**src/rtl/heap_ingress_queue_if.sv**
```systemverilog
// rtl/heap_ingress_queue_if.sv - sketch-side ingress stream, query request and heap-side issue port
interface heap_ingress_queue_if #(
  parameter int CNT_SIZE  = 20,
  parameter int ADDR_SIZE = 28,
  parameter int DEPTH     = 8
);
  localparam int LVL_W = $clog2(DEPTH) + 1;

  // sketch estimate stream
  logic                 in_valid;
  logic [CNT_SIZE-1:0]  in_cnt;
  logic [ADDR_SIZE-1:0] in_addr;
  logic                 in_ready;

  // heap query arbitration
  logic                 query_req;
  logic                 query_ack;

  // heap input port
  logic                 out_valid;
  logic [CNT_SIZE-1:0]  out_cnt;
  logic [ADDR_SIZE-1:0] out_addr;
  logic                 out_query;

  // status
  logic [LVL_W-1:0]     level;
  logic [15:0]          coalesce_cnt;

  // upstream side: sketch update path plus query requester
  modport master (
    output in_valid, in_cnt, in_addr, query_req,
    input  in_ready, query_ack, out_valid, out_cnt, out_addr, out_query,
    input  level, coalesce_cnt
  );

  // the ingress queue itself
  modport slave (
    input  in_valid, in_cnt, in_addr, query_req,
    output in_ready, query_ack, out_valid, out_cnt, out_addr, out_query,
    output level, coalesce_cnt
  );
endinterface

```
**src/rtl/heap_ingress_queue.sv**
```systemverilog
// rtl/heap_ingress_queue.sv - coalescing, gap-paced ingress queue feeding the max-heap
module heap_ingress_queue #(
  parameter int CNT_SIZE  = 20,
  parameter int ADDR_SIZE = 28,
  parameter int DEPTH     = 8,
  parameter int ISSUE_GAP = 2
) (
  input logic                 clk_i,
  input logic                 rst_i,
  heap_ingress_queue_if.slave bus_io
);
  localparam int PTR_W = $clog2(DEPTH);
  localparam int LVL_W = PTR_W + 1;
  localparam int GAP_W = $clog2(ISSUE_GAP) + 1;

  localparam logic [PTR_W-1:0] PTR_ONE  = PTR_W'(1);
  localparam logic [LVL_W-1:0] LVL_ONE  = LVL_W'(1);
  localparam logic [LVL_W-1:0] LVL_FULL = LVL_W'(DEPTH);
  localparam logic [GAP_W-1:0] GAP_ONE  = GAP_W'(1);
  localparam logic [GAP_W-1:0] GAP_LOAD = GAP_W'(ISSUE_GAP - 1);

  // queue storage: valid bits are reset, payload is not
  logic [DEPTH-1:0]     valid_q, valid_d;
  logic [CNT_SIZE-1:0]  cnt_q  [DEPTH];
  logic [CNT_SIZE-1:0]  cnt_d  [DEPTH];
  logic [ADDR_SIZE-1:0] addr_q [DEPTH];
  logic [ADDR_SIZE-1:0] addr_d [DEPTH];
  logic [PTR_W-1:0]     head_q, head_d;
  logic [PTR_W-1:0]     tail_q, tail_d;
  logic [LVL_W-1:0]     level_q, level_d;

  // issue engine and heap-facing registers
  logic [GAP_W-1:0]     gap_q, gap_d;
  logic                 out_valid_q, out_valid_d;
  logic                 out_query_q, out_query_d;
  logic [CNT_SIZE-1:0]  out_cnt_q, out_cnt_d;
  logic [ADDR_SIZE-1:0] out_addr_q, out_addr_d;
  logic [15:0]          coal_q, coal_d;

  // per-cycle decisions
  logic                 in_ready;
  logic                 accept;
  logic                 issue_ok;
  logic                 pop;
  logic                 query_fire;
  logic [DEPTH-1:0]     hit;
  logic [PTR_W-1:0]     hit_idx;
  logic                 any_hit;
  logic                 coalesce;
  logic                 push;

  // Readiness looks only at registered occupancy, so a same-cycle pop never opens a slot.
  assign in_ready   = !rst_i && (level_q < LVL_FULL);
  assign accept     = bus_io.in_valid && in_ready;
  assign issue_ok   = (gap_q == '0);
  assign pop        = issue_ok && (level_q != '0);
  // Queries wait for an empty queue so they see every estimate accepted before them.
  assign query_fire = issue_ok && (level_q == '0) && bus_io.query_req;
  assign any_hit    = |hit;
  assign coalesce   = accept && any_hit;
  assign push       = accept && !any_hit;

  // Address match against waiting entries; the head leaving this cycle cannot absorb a beat.
  always_comb begin
    hit     = '0;
    hit_idx = '0;
    for (int i = 0; i < DEPTH; i++) begin
      if (valid_q[i] && (addr_q[i] == bus_io.in_addr) && !(pop && (head_q == PTR_W'(i)))) begin
        hit[i]  = 1'b1;
        hit_idx = PTR_W'(i);
      end
    end
  end

  // Queue next state: pop at head, merge into a matching entry, or append at tail.
  always_comb begin
    valid_d = valid_q;
    cnt_d   = cnt_q;
    addr_d  = addr_q;
    head_d  = head_q;
    tail_d  = tail_q;
    level_d = level_q;

    if (pop) begin
      valid_d[head_q] = 1'b0;
      head_d          = head_q + PTR_ONE;
    end

    if (coalesce && (bus_io.in_cnt > cnt_q[hit_idx])) begin
      cnt_d[hit_idx] = bus_io.in_cnt;
    end

    if (push) begin
      valid_d[tail_q] = 1'b1;
      cnt_d[tail_q]   = bus_io.in_cnt;
      addr_d[tail_q]  = bus_io.in_addr;
      tail_d          = tail_q + PTR_ONE;
    end

    case ({push, pop})
      2'b10:   level_d = level_q + LVL_ONE;
      2'b01:   level_d = level_q - LVL_ONE;
      default: level_d = level_q;
    endcase
  end

  // Issue engine: register the popped head or a query pulse, then hold off for the gap.
  always_comb begin
    out_valid_d = pop;
    out_query_d = query_fire;
    out_cnt_d   = out_cnt_q;
    out_addr_d  = out_addr_q;
    gap_d       = gap_q;
    coal_d      = coal_q;

    if (pop) begin
      out_cnt_d  = cnt_q[head_q];
      out_addr_d = addr_q[head_q];
    end

    if (pop || query_fire) begin
      gap_d = GAP_LOAD;
    end else if (gap_q != '0) begin
      gap_d = gap_q - GAP_ONE;
    end

    if (coalesce && (coal_q != 16'hFFFF)) begin
      coal_d = coal_q + 16'd1;
    end
  end

  // Control and output registers, cleared by reset so no partial pulse escapes.
  always_ff @(posedge clk_i) begin
    if (rst_i) begin
      valid_q     <= '0;
      head_q      <= '0;
      tail_q      <= '0;
      level_q     <= '0;
      gap_q       <= '0;
      out_valid_q <= 1'b0;
      out_query_q <= 1'b0;
      out_cnt_q   <= '0;
      out_addr_q  <= '0;
      coal_q      <= '0;
    end else begin
      valid_q     <= valid_d;
      head_q      <= head_d;
      tail_q      <= tail_d;
      level_q     <= level_d;
      gap_q       <= gap_d;
      out_valid_q <= out_valid_d;
      out_query_q <= out_query_d;
      out_cnt_q   <= out_cnt_d;
      out_addr_q  <= out_addr_d;
      coal_q      <= coal_d;
    end
  end

  // Entry payload; only meaningful where the matching valid bit is set.
  always_ff @(posedge clk_i) begin
    cnt_q  <= cnt_d;
    addr_q <= addr_d;
  end

  assign bus_io.in_ready     = in_ready;
  assign bus_io.out_valid    = out_valid_q;
  assign bus_io.out_cnt      = out_cnt_q;
  assign bus_io.out_addr     = out_addr_q;
  assign bus_io.out_query    = out_query_q;
  assign bus_io.query_ack    = out_query_q;
  assign bus_io.level        = level_q;
  assign bus_io.coalesce_cnt = coal_q;
endmodule

```
**src/flat_wrapper.sv**
```systemverilog
// flat-port wrapper written by rule: the top's interface ports become plain ports
module heap_ingress_queue_flat 
#(
  parameter int CNT_SIZE  = 20,
  parameter int ADDR_SIZE = 28,
  parameter int DEPTH     = 8,
  parameter int ISSUE_GAP = 2
)
  (clk_i, rst_i, bus_io_in_valid, bus_io_in_cnt, bus_io_in_addr, bus_io_query_req, bus_io_in_ready, bus_io_query_ack, bus_io_out_valid, bus_io_out_cnt, bus_io_out_addr, bus_io_out_query, bus_io_level, bus_io_coalesce_cnt);
  heap_ingress_queue_if #(.CNT_SIZE(CNT_SIZE), .ADDR_SIZE(ADDR_SIZE), .DEPTH(DEPTH)) bus_io_i ();
  input logic clk_i;
  input logic rst_i;
  input wire logic [$bits(bus_io_i.in_valid)-1:0] bus_io_in_valid;
  input wire logic [$bits(bus_io_i.in_cnt)-1:0] bus_io_in_cnt;
  input wire logic [$bits(bus_io_i.in_addr)-1:0] bus_io_in_addr;
  input wire logic [$bits(bus_io_i.query_req)-1:0] bus_io_query_req;
  output wire logic [$bits(bus_io_i.in_ready)-1:0] bus_io_in_ready;
  output wire logic [$bits(bus_io_i.query_ack)-1:0] bus_io_query_ack;
  output wire logic [$bits(bus_io_i.out_valid)-1:0] bus_io_out_valid;
  output wire logic [$bits(bus_io_i.out_cnt)-1:0] bus_io_out_cnt;
  output wire logic [$bits(bus_io_i.out_addr)-1:0] bus_io_out_addr;
  output wire logic [$bits(bus_io_i.out_query)-1:0] bus_io_out_query;
  output wire logic [$bits(bus_io_i.level)-1:0] bus_io_level;
  output wire logic [$bits(bus_io_i.coalesce_cnt)-1:0] bus_io_coalesce_cnt;
  assign bus_io_i.in_valid = bus_io_in_valid;
  assign bus_io_i.in_cnt = bus_io_in_cnt;
  assign bus_io_i.in_addr = bus_io_in_addr;
  assign bus_io_i.query_req = bus_io_query_req;
  assign bus_io_in_ready = bus_io_i.in_ready;
  assign bus_io_query_ack = bus_io_i.query_ack;
  assign bus_io_out_valid = bus_io_i.out_valid;
  assign bus_io_out_cnt = bus_io_i.out_cnt;
  assign bus_io_out_addr = bus_io_i.out_addr;
  assign bus_io_out_query = bus_io_i.out_query;
  assign bus_io_level = bus_io_i.level;
  assign bus_io_coalesce_cnt = bus_io_i.coalesce_cnt;
  heap_ingress_queue #(.CNT_SIZE(CNT_SIZE), .ADDR_SIZE(ADDR_SIZE), .DEPTH(DEPTH), .ISSUE_GAP(ISSUE_GAP)) u_core (.clk_i(clk_i), .rst_i(rst_i), .bus_io(bus_io_i));
endmodule
```
**config.mk**
```make
export PLATFORM = sky130hd
export DESIGN_NAME = heap_ingress_queue_flat
export DESIGN_NICKNAME = d
export VERILOG_FILES = /design/src/rtl/heap_ingress_queue_if.sv /design/src/rtl/heap_ingress_queue.sv /design/src/flat_wrapper.sv
export SDC_FILE = /design/constraint.sdc
export NUM_CORES = 1
export LEC_CHECK = 0
export BUFFER_PORTS_ARGS = -buffer_cell sky130_fd_sc_hd__buf_2
export CORE_ASPECT_RATIO = 2
export CORE_MARGIN = 1
export CORE_UTILIZATION = 54
export DETAILED_ROUTE_END_ITERATION = 12
export PLACE_DENSITY = 0.72
export SLEW_MARGIN = 20
export SYNTH_ARGS = -nofsm -noshare
export SYNTH_HDL_FRONTEND = slang
export SYNTH_SLANG_ARGS = --single-unit
```
**constraint.sdc**
```tcl
create_clock -name clk_i -period 8.3 [get_ports clk_i]
set_input_delay 1.66 -clock clk_i [delete_from_list [all_inputs] [get_ports clk_i]]
set_output_delay 1.66 -clock clk_i [all_outputs]
set_load 0.05 [all_outputs]
```
==> impl_metrics.tcl <==
set metrics [dict create \
    status "complete, no violations" \
    report.power.total_mw 7.54 \
    critPathRequiredTime_ns 8.75 \
    cts_buffers 43 \
    hold_buffers 0 \
    route.detailed.drc 0 \
    skew_ns 0.0218 \
    p_clk_frac 0.270 \
    grt_usage 0.392 \
    top_usage_layer "met2" \
    cts_sinks 470 \
    final_common_cell "dfxtp_1" \
    antenna_left 0 \
    min_period_over_period 0.898 \
    crit_arrival_ns 7.90 \
    multi_input_area_um2 11300 \
    yosys_warnings 0 \
    postSynthCellCount 1958 \
    slew_headroom 0.190 \
    min_from "u_core.cnt_q[149]" \
    hold_viol 0 \
    p_int_mw 4.81 \
    dp_hpwl_mm 62.2 \
    grt_pass1_wl_mm 122 \
    p_leak_nw 9.23 \
    path_cells "buf_2 -> xnor2_1 -> nand4_1 -> or4_1 -> nor4_1 -> or3b_1 -> a31oi_4 -> buf_12 -> mux2_2 -> o21a_1 -> ha_1 -> nand4_1 -> nor3_1 -> nand3_1 -> o221ai_1 -> a21oi_1 -> or3_1 -> buf_4 -> o31ai_4 -> buf_4 -> mux2_2" \
    r2r_end "u_core.cnt_q[54]" \
    combinationalPowerShare 0.322 \
    rsz0062_at_grt "no" \
    p_per_area_nw_per_um2 287 \
    io_pins 124 \
    core_area_um2 43200 \
    worst_path_dominant_cell_family "simple AND/OR/NAND/NOR gates" \
    fp.dieH_um 298 \
    layout-drive-gt1-share 0.244 \
    synthArstFlopShare 0 \
    vias_per_cell 6.56 \
    clkTransAtPathRegs_ns 0.06 \
    initial_core_util 0.546 \
    worstSkewPairLatency_ns 0.57 \
    tightest_slew_ns 1.21 \
    gp_congestion 0.999 \
    nNetsFinal 2139 \
    synth_ff_type "dfxtp_1" \
    ctsRootBufferMaster "clkbuf_16" \
    critPathCaptureType "register" \
    die_w_um 150 \
    cts_tree "done" \
    wl_per_cell_um 32.5 \
    fmax_mhz 134 \
    numPortBuffers 123 \
    diodes 0 \
    grt.overflow.total 0 \
    register_area_um2 11700 \
    gr-usage-met1 0.370 \
    yosys.area.top_type "edfxtp_1" \
    ctsResizeCount 0 \
    fin_ws_ns 0.848 \
    setup_tns_ns 0 \
    grt_pass1_vias 17700 \
    use_met3 0.0623 \
    timing.rr.start "u_core.head_q[0]" \
    synthTopCellsByArea "edfxtp_1 28%, dfxtp_1 21%, mux4_2 9.2%" \
    antenna_found_initial 0 \
    ctsHtreeMaxLevel 2 \
    row_count 108 \
    area_delta_synth_final_pct 11.4 \
    min_period_ns 7.45 \
    syn_area_um2 23600 \
    crit_slowest_cell "xnor2_1" \
    die_area_um2 44600 \
    synth_top_cell_area_share 0.285 \
    avgSynthCellArea_um2 12.1 \
    crit_type "in2reg" \
    p_switching_mw 2.73 \
    swShare 0.362 \
    synth_cell_types 63 \
    crit_fanout 42 \
    cap_violations 0 \
    cts_buffer_depth 3 \
    pwr-share-seq 0.408 \
    seq_area_frac_synth 0.493 \
    routed_wl_mm 85.6 \
    num_vias 17300 \
    drv_slew 0 \
    most-common-layout-cells "243 x dfxtp_1, 224 x edfxtp_1, 185 x xnor2_1" \
    hold_end "u_core.cnt_q[149]" \
    synth-edff-count 224 \
    grt_util_met2 0.700 \
    r2r_cells 22 \
    ir_worst_vdd_mv 0.224 \
    grt_max_degree 74 \
    post_cts_buffers 0 \
    pre_cts_slack_ns 0.600 \
    synth-seq-cells 470 \
    hold_path_class "reg2reg" \
    setup_viol 0 \
    start_kind "input pin" \
    detail_route.first_pass.iterations 5 \
    drt_iter0_drc 1141 \
    rrSetupSlack_ns 1.62 \
    whs_path_depth 1 \
    synth_fp_nets 2043 \
    cp_num_buf_inv 4 \
    max_stage_delay_ns 0.78 \
    n_fill_cell 3543 \
]
worst register-to-register path, stage by stage (launching register included):
cell      delay [ns]
dfxtp_2         0.69
buf_4           0.65
ha_1            0.33
ha_1            0.15
nand2_1         0.11
nand4_1         0.12
or4_1           0.42
buf_4           0.24
nand2_2         0.07
nor3_1          0.88
a31oi_1         0.16
o211ai_1        0.14
ha_1            0.17
nand4_1         0.25
nor3_1          0.32
nand3_1         0.14
o221ai_1        0.20
a21oi_1         0.08
or3_1           0.38
buf_4           0.19
o31ai_4         0.27
buf_4           0.26
mux2_2          0.36
power by group through the flow:
stage	logic [mW]	registers [mW]	clock network [mW]
2_1_floorplan	1.40	3.37	0
3_3_place_gp	2.37	3.10	0
3_5_place_dp	2.40	3.12	0
4_1_cts	2.41	3.07	2.05
5_1_grt	2.57	3.11	2.13
6_report	2.43	3.08	2.04
metrics by stage:
step	cell area [um^2]	instances	hold slack, ns	util
final	26300	2635	0.482	0.608
after global routing	26300	2635	0.505	0.608
after CTS	26300	2635	0.480	0.608
after detailed placement	24900	2559	0.467	0.576
after global placement	24900	2559	0.454	0.576
after floorplan	23600	1958	0.443	-
cells by family after synthesis:
| group | after synthesis | share of synthesized area |
|---|---|---|
| DFF | 470 | 0.493 |
| AOI/OAI and AO/OA | 173 | 0.0556 |
| adders and majority gates | 33 | 0.0178 |
| buffers and inverters | 156 | 0.0325 |
| and+or+nand+nor | 599 | 0.130 |
| xor gates and xnor gates | 237 | 0.0879 |
| muxes | 290 | 0.183 |
cell type report:
type | count | area share
Tap cell | 550 | 0.0262
Multi-Input combinational cell | 1332 | 0.428
Clock buffer | 57 | 0.0457
Clock inverter | 19 | 0.00766
Sequential cell | 470 | 0.443
Timing Repair Buffer | 187 | 0.0465
Inverter | 20 | 0.00285
cells in the mapped netlist, types with 8 or more instances:
cell	number
dfxtp_1	246
edfxtp_1	224
xnor2_1	187
nand2_1	142
mux2_2	130
nor2_1	127
mux4_2	96
nand3_1	87
nand4_1	87
clkbuf_1	66
xor2_1	50
a311oi_1	48
mux2_1	43
nor4_1	39
a21oi_1	35
ha_1	32
nand3b_1	30
buf_2	28
o21ai_0	24
mux2i_1	21
inv_1	19
buf_4	17
buf_1	13
nand2b_1	12
a31oi_1	11
buf_6	11
nor3_1	11
o2111ai_1	10
or3_1	10
a311o_1	9
and3_1	9
and3b_1	9
o211ai_1	9
and4_1	8
state kept, by name (all words and copies together), names as in the netlist:
name,flops
u_core.addr_q,224
u_core.cnt_q,160
u_core.bus_io.out_addr,28
u_core.bus_io.out_cnt,20
u_core.bus_io.coalesce_cnt,16
u_core.valid_q,8
u_core.bus_io.level,4
u_core.head_q,3
u_core.tail_q,3
u_core.gap_q,2
u_core.bus_io.out_query,1
u_core.bus_io.out_valid,1
metal layers:
metal	up-vias	part of all wire
li1	7547	-
met1	8678	0.30
met2	757	0.53
met3	292	0.053
met4	0	0.11
met5	-	0
worst max path at each step:
stage / startpoint / to / slack [ns] / cells past startpoint
final: bus_io_in_addr[23] / u_core.cnt_q[54] / 0.85 / 21
after global routing: bus_io_in_addr[23] / u_core.cnt_q[53] / 0.62 / 22
after CTS: bus_io_in_addr[23] / u_core.cnt_q[54] / 1.19 / 21
after detailed placement: bus_io_in_addr[23] / u_core.cnt_q[54] / 0.60 / 21
after global placement: bus_io_in_addr[7] / u_core.cnt_q[55] / 0.61 / 22
after floorplan: bus_io_in_addr[4] / u_core.cnt_q[40] / 1.82 / 23
Note: power is estimated with default switching activity, not from simulation.
